$ cat config.mk
export PLATFORM = sky130hd
export DESIGN_NAME = mem_reinit_ctrl
export DESIGN_NICKNAME = d
export VERILOG_FILES = /design/src/rtl/mem_reinit_ctrl.sv
export SDC_FILE = /design/constraint.sdc
export NUM_CORES = 1
export LEC_CHECK = 0
export BUFFER_PORTS_ARGS = -buffer_cell sky130_fd_sc_hd__buf_4
export CAP_MARGIN = 5
export CORE_ASPECT_RATIO = 2
export CORE_MARGIN = 4
export CORE_UTILIZATION = 44
export CTS_CLUSTER_DIAMETER = 40
export DETAILED_ROUTE_END_ITERATION = 6
export GPL_ROUTABILITY_DRIVEN = 0
export MAX_ROUTING_LAYER = met4
export PLACE_DENSITY_LB_ADDON = 0.3
export SLEW_MARGIN = 20
export SYNTH_ARGS = -nofsm -noshare
export SYNTH_HDL_FRONTEND = slang
export SYNTH_SLANG_ARGS = --single-unit
$ cat constraint.sdc
create_clock -name i_clk -period 3.2 [get_ports i_clk]
set_input_delay 0.64 -clock i_clk [delete_from_list [all_inputs] [get_ports i_clk]]
set_output_delay 0.64 -clock i_clk [all_outputs]
set_load 0.01 [all_outputs]
$ cat src/rtl/mem_reinit_ctrl.sv
// Sweep sequencer and sole port owner for one simple-dual-port RAM: fills the
// array with a pattern, reads it back, and counts mismatches; idle passes the user port.
module mem_reinit_ctrl #(
  parameter int WID_MEM   = 2,
  parameter int DEPTH_MEM = 16384,
  parameter int ERR_W     = 32
) (
  input  logic               i_clk,
  input  logic               i_reset,
  input  logic               i_start,
  input  logic               i_verify_only,
  input  logic [WID_MEM-1:0] i_fill_val,
  output logic               o_busy,
  output logic               o_done,
  output logic [ERR_W-1:0]   o_err_count,
  output logic               o_err_valid,
  output logic [31:0]        o_first_err_addr,
  input  logic               i_user_we,
  input  logic [31:0]        i_user_waddr,
  input  logic [31:0]        i_user_raddr,
  input  logic [WID_MEM-1:0] i_user_din,
  output logic [WID_MEM-1:0] o_user_dout,
  output logic               o_user_stall,
  output logic [31:0]        o_mem_raddr,
  output logic [31:0]        o_mem_waddr,
  output logic [WID_MEM-1:0] o_mem_din,
  output logic               o_mem_we,
  input  logic [WID_MEM-1:0] i_mem_dout,
  output logic [2:0]         o_dbg_state
);

  localparam int ADDR_W = (DEPTH_MEM > 1) ? $clog2(DEPTH_MEM) : 1;
  localparam logic [ADDR_W-1:0] LAST_ADDR = ADDR_W'(DEPTH_MEM - 1);
  localparam logic [ERR_W-1:0]  ERR_MAX   = '1;

  typedef enum logic [2:0] {
    ST_IDLE   = 3'd0,
    ST_FILL   = 3'd1,
    ST_VERIFY = 3'd2,
    ST_DRAIN  = 3'd3,
    ST_DONE   = 3'd4
  } state_t;

  state_t             r_state;
  logic [ADDR_W-1:0]  r_addr;
  logic [WID_MEM-1:0] r_pat;
  logic               r_cmp_vld;
  logic [ADDR_W-1:0]  r_cmp_addr;
  logic               r_busy;
  logic               r_done;
  logic [ERR_W-1:0]   r_err_count;
  logic               r_err_valid;
  logic [31:0]        r_first_err_addr;

  logic [31:0]        w_addr_ext;
  logic               w_mismatch;

  assign w_addr_ext = 32'(r_addr);
  // r_cmp_vld marks the cycle in which i_mem_dout holds the word read at r_cmp_addr.
  assign w_mismatch = r_cmp_vld && (i_mem_dout != r_pat);

  // Start/busy handshake: i_start is a level request sampled only in IDLE; it is
  // accepted on that edge, o_busy rises the next cycle and drops when DONE is entered.
  always_ff @(posedge i_clk or posedge i_reset) begin
    if (i_reset) begin
      r_state          <= ST_IDLE;
      r_addr           <= '0;
      r_pat            <= '0;
      r_cmp_vld        <= 1'b0;
      r_cmp_addr       <= '0;
      r_busy           <= 1'b0;
      r_done           <= 1'b0;
      r_err_count      <= '0;
      r_err_valid      <= 1'b0;
      r_first_err_addr <= '0;
    end else begin
      r_done     <= 1'b0;
      r_cmp_vld  <= 1'b0;
      r_cmp_addr <= r_addr;

      case (r_state)
        ST_IDLE: begin
          if (i_start) begin
            r_pat            <= i_fill_val;
            r_addr           <= '0;
            r_err_count      <= '0;
            r_err_valid      <= 1'b0;
            r_first_err_addr <= '0;
            r_busy           <= 1'b1;
            r_state          <= i_verify_only ? ST_VERIFY : ST_FILL;
          end
        end
        ST_FILL: begin
          if (r_addr == LAST_ADDR) begin
            r_addr  <= '0;
            r_state <= ST_VERIFY;
          end else begin
            r_addr <= r_addr + ADDR_W'(1);
          end
        end
        ST_VERIFY: begin
          r_cmp_vld <= 1'b1;
          if (r_addr == LAST_ADDR) begin
            r_addr  <= '0;
            r_state <= ST_DRAIN;
          end else begin
            r_addr <= r_addr + ADDR_W'(1);
          end
        end
        ST_DRAIN: begin
          r_busy  <= 1'b0;
          r_done  <= 1'b1;
          r_state <= ST_DONE;
        end
        ST_DONE: begin
          r_state <= ST_IDLE;
        end
        default: begin
          r_busy  <= 1'b0;
          r_state <= ST_IDLE;
        end
      endcase

      if (w_mismatch) begin
        if (r_err_count != ERR_MAX) begin
          r_err_count <= r_err_count + ERR_W'(1);
        end
        if (!r_err_valid) begin
          r_err_valid      <= 1'b1;
          r_first_err_addr <= 32'(r_cmp_addr);
        end
      end
    end
  end

  // IDLE and DONE hand the RAM to the user; every sweep state owns it outright.
  always_comb begin
    o_mem_we    = i_user_we;
    o_mem_waddr = i_user_waddr;
    o_mem_raddr = i_user_raddr;
    o_mem_din   = i_user_din;
    case (r_state)
      ST_FILL: begin
        o_mem_we    = 1'b1;
        o_mem_waddr = w_addr_ext;
        o_mem_raddr = w_addr_ext;
        o_mem_din   = r_pat;
      end
      ST_VERIFY, ST_DRAIN: begin
        o_mem_we    = 1'b0;
        o_mem_waddr = w_addr_ext;
        o_mem_raddr = w_addr_ext;
        o_mem_din   = r_pat;
      end
      default: begin
        o_mem_we    = i_user_we;
        o_mem_waddr = i_user_waddr;
        o_mem_raddr = i_user_raddr;
        o_mem_din   = i_user_din;
      end
    endcase
  end

  assign o_busy           = r_busy;
  assign o_user_stall     = r_busy;
  assign o_done           = r_done;
  assign o_err_count      = r_err_count;
  assign o_err_valid      = r_err_valid;
  assign o_first_err_addr = r_first_err_addr;
  assign o_user_dout      = i_mem_dout;
  assign o_dbg_state      = r_state;

endmodule

==> impl_metrics.json <==
{
  "status": "finished, final reports clean",
  "synth_top_area_cell": "dfrtp_1",
  "hold_path.class": "in2async",
  "grt_max_degree": 67,
  "initial_utilization": 0.448,
  "setup_viol": 0,
  "critPathLaunchType": "flip-flop",
  "clk_pin_slew_ns": 0.06,
  "hold_violations": 0,
  "drv_slew": 0,
  "cap_violations": 0,
  "ant_nets": 0,
  "fillCellCount": 1005,
  "crit_required_ns": 2.56,
  "post-route-min-period_ns": 2.60,
  "place_inst": 915,
  "synth_area_sq_mm": 0.00505,
  "multi_input_area_sq_mm": 0.00235,
  "p_total_uw": 5110,
  "synth_cells": 575,
  "cts_tree": "built",
  "syn2layout_area_growth_pct": 41.0,
  "finalSetupTns_ns": 0,
  "io_buffers": 214,
  "cts.htree.levels": 3,
  "cp-end-kind": "primary output",
  "worstSkewPairLatency_ns": 0.34,
  "dieWidth_um": 83.8,
  "core_area_sq_mm": 0.0113,
  "grt_overflow": 0,
  "slew_headroom": 0.435,
  "yosysMostFrequentCell": "nand2_1",
  "finClkSkew_ns": 0.00829,
  "synth_nets": 652,
  "cts_made_buffers": 9,
  "fmax_ghz": 0.385,
  "synth.top_cells.by_count": "nand2_1 (132), dfrtp_1 (101), and2_1 (59)",
  "cts.repair.resized": 0,
  "ios": 215,
  "routedWlPerCell_um": 16.9,
  "wl_um": 15700,
  "ys_seq_elements": 101,
  "row_count": 55,
  "diodes": 0,
  "regArea_sq_mm": 0.00253,
  "grtUsageTotal": 0.239,
  "worst_pin_slew_ns": 0.845,
  "initialDrtViolationCount": 247,
  "post_cts_buffers": 0,
  "critical_path.max_fanout": 66,
  "antenna_found_initial": 0,
  "ctsHoldBuffers": 0,
  "drc_errors": 0,
  "path_class": "reg2out",
  "ir_worst_vdd_uv": 817,
  "fin_crit_sh": 0.812,
  "cts-root-buf": "clkbuf_16",
  "grt_pass1_wl_um": 25100,
  "chipHeight_um": 160,
  "yosysSeqAreaShare": 0.500,
  "synth_edf_count": 0,
  "detailed_place_hpwl_um": 12400,
  "synth_top_cell_area_share": 0.500,
  "drtPass1Iterations": 5,
  "final_cells": 930,
  "synthTopCellsByArea": "dfrtp_1 (50%), nand2_1 (9.8%), and2_1 (7.3%)",
  "rsz0062_at_grt": "false",
  "viasPerCell": 5.42,
  "clockBufferDepth": 2,
  "cts.sinks": 101,
  "avgSynthCellArea_sq_um": 8.79,
  "via_count": 5044,
  "layout.nets": 861,
  "synth_flop_cell": "dfrtp_1",
  "ys_warn_count": 0,
  "die_area_sq_mm": 0.0134,
  "grt_pass1_vias": 5176,
  "drive_gt1_frac": 0.322,
  "synthArstFlopShare": 1.00,
  "synth.distinct_cells": 45,
  "p_leak_uw": 0.00364,
  "power-per-cell-area_mw_per_mm2": 718,
  "arrival_ns": 1.96
}
final timing paths:
kind / from / endpoint / slack [ns] / cells past startpoint
max: o_dbg_state[0] / o_mem_waddr[21] / 0.60 / 4
min: i_reset / o_err_count[6] / 0.36 / 2
max reg2reg: o_err_count[0] / o_err_count[16] / 0.72 / 7
min reg2reg: r_cmp_addr[11] / o_first_err_addr[11] / 0.45 / 2
max in group asynchronous: i_reset / o_err_count[21] / 2.18 / 3
min in group i_clk: r_cmp_addr[11] / o_first_err_addr[11] / 0.45 / 2
flip-flops by register name (all words and copies together), names as in the netlist:
register / cells
o_first_err_addr: 32
r_pat: 2
o_err_count: 32
r_cmp_vld: 1
o_err_valid: 1
r_addr: 14
r_cmp_addr: 14
o_done: 1
o_dbg_state: 3
o_busy: 1
power by group:
part           switching, uW  internal [uW]  leakage, uW
logic                   1380           1080      0.00212
registers                204           1410      0.00138
clock network            439            601     0.000132
layer usage:
metal  up-vias  global-route usage  routed length (um)
li1       2376                   -                   -
met1      2370               0.242                5410
met2       255               0.434                8570
met3        43              0.0419                1090
met4         0               0.116                 631
met5         -                   -                   0
area by class of cell:
| cell class | count | share of cell area |
|---|---|---|
| Timing Repair Buffer | 227 | 0.241 |
| Clock buffer | 11 | 0.0327 |
| Tap cell | 142 | 0.0249 |
| Inverter | 17 | 0.00948 |
| Multi-Input combinational cell | 428 | 0.330 |
| Sequential cell | 101 | 0.355 |
| Clock inverter | 4 | 0.00702 |
metrics by stage:
step,util,hold WS (ns),instance area (sq um),setup slack [ns]
after detailed placement,0.606,0.440,6840,0.762
after global placement,0.606,0.431,6840,0.846
final,0.631,0.359,7120,0.602
after floorplan,-,0.352,5060,0.979
after global routing,0.631,0.402,7120,0.462
after CTS,0.631,0.368,7120,0.585
worst max-delay path, stage by stage (launching register included):
cell and delay, ns:
dfrtp_1 0.56, o21ai_4 0.21, buf_4 0.44, and2_1 0.26
buf_4 0.14
kinds of logic (layout without fill, tap and decap cells):
group	count (synthesis)	after routing	share of synthesized area
compound gates	94	94	0.117
simple gates	312	312	0.303
buf+inv	46	259	0.0384
mux	5	5	0.00990
xor+xnor	15	15	0.0260
flops	101	101	0.500
fa+ha+maj	2	2	0.00495
layout by cell type (no fill, tap or decap), drive strengths merged, types with 7 or more instances in the layout:
master,count
nor2,34
nor3,18
clkbuf,11
a31oi,20
nand4,16
dfrtp,101
a21oi,17
xnor2,11
nor4,7
and2,59
and3,11
buf,227
nand2,133
nand3,17
inv,16
o21ai,27
(Power assumes the default switching activity.)
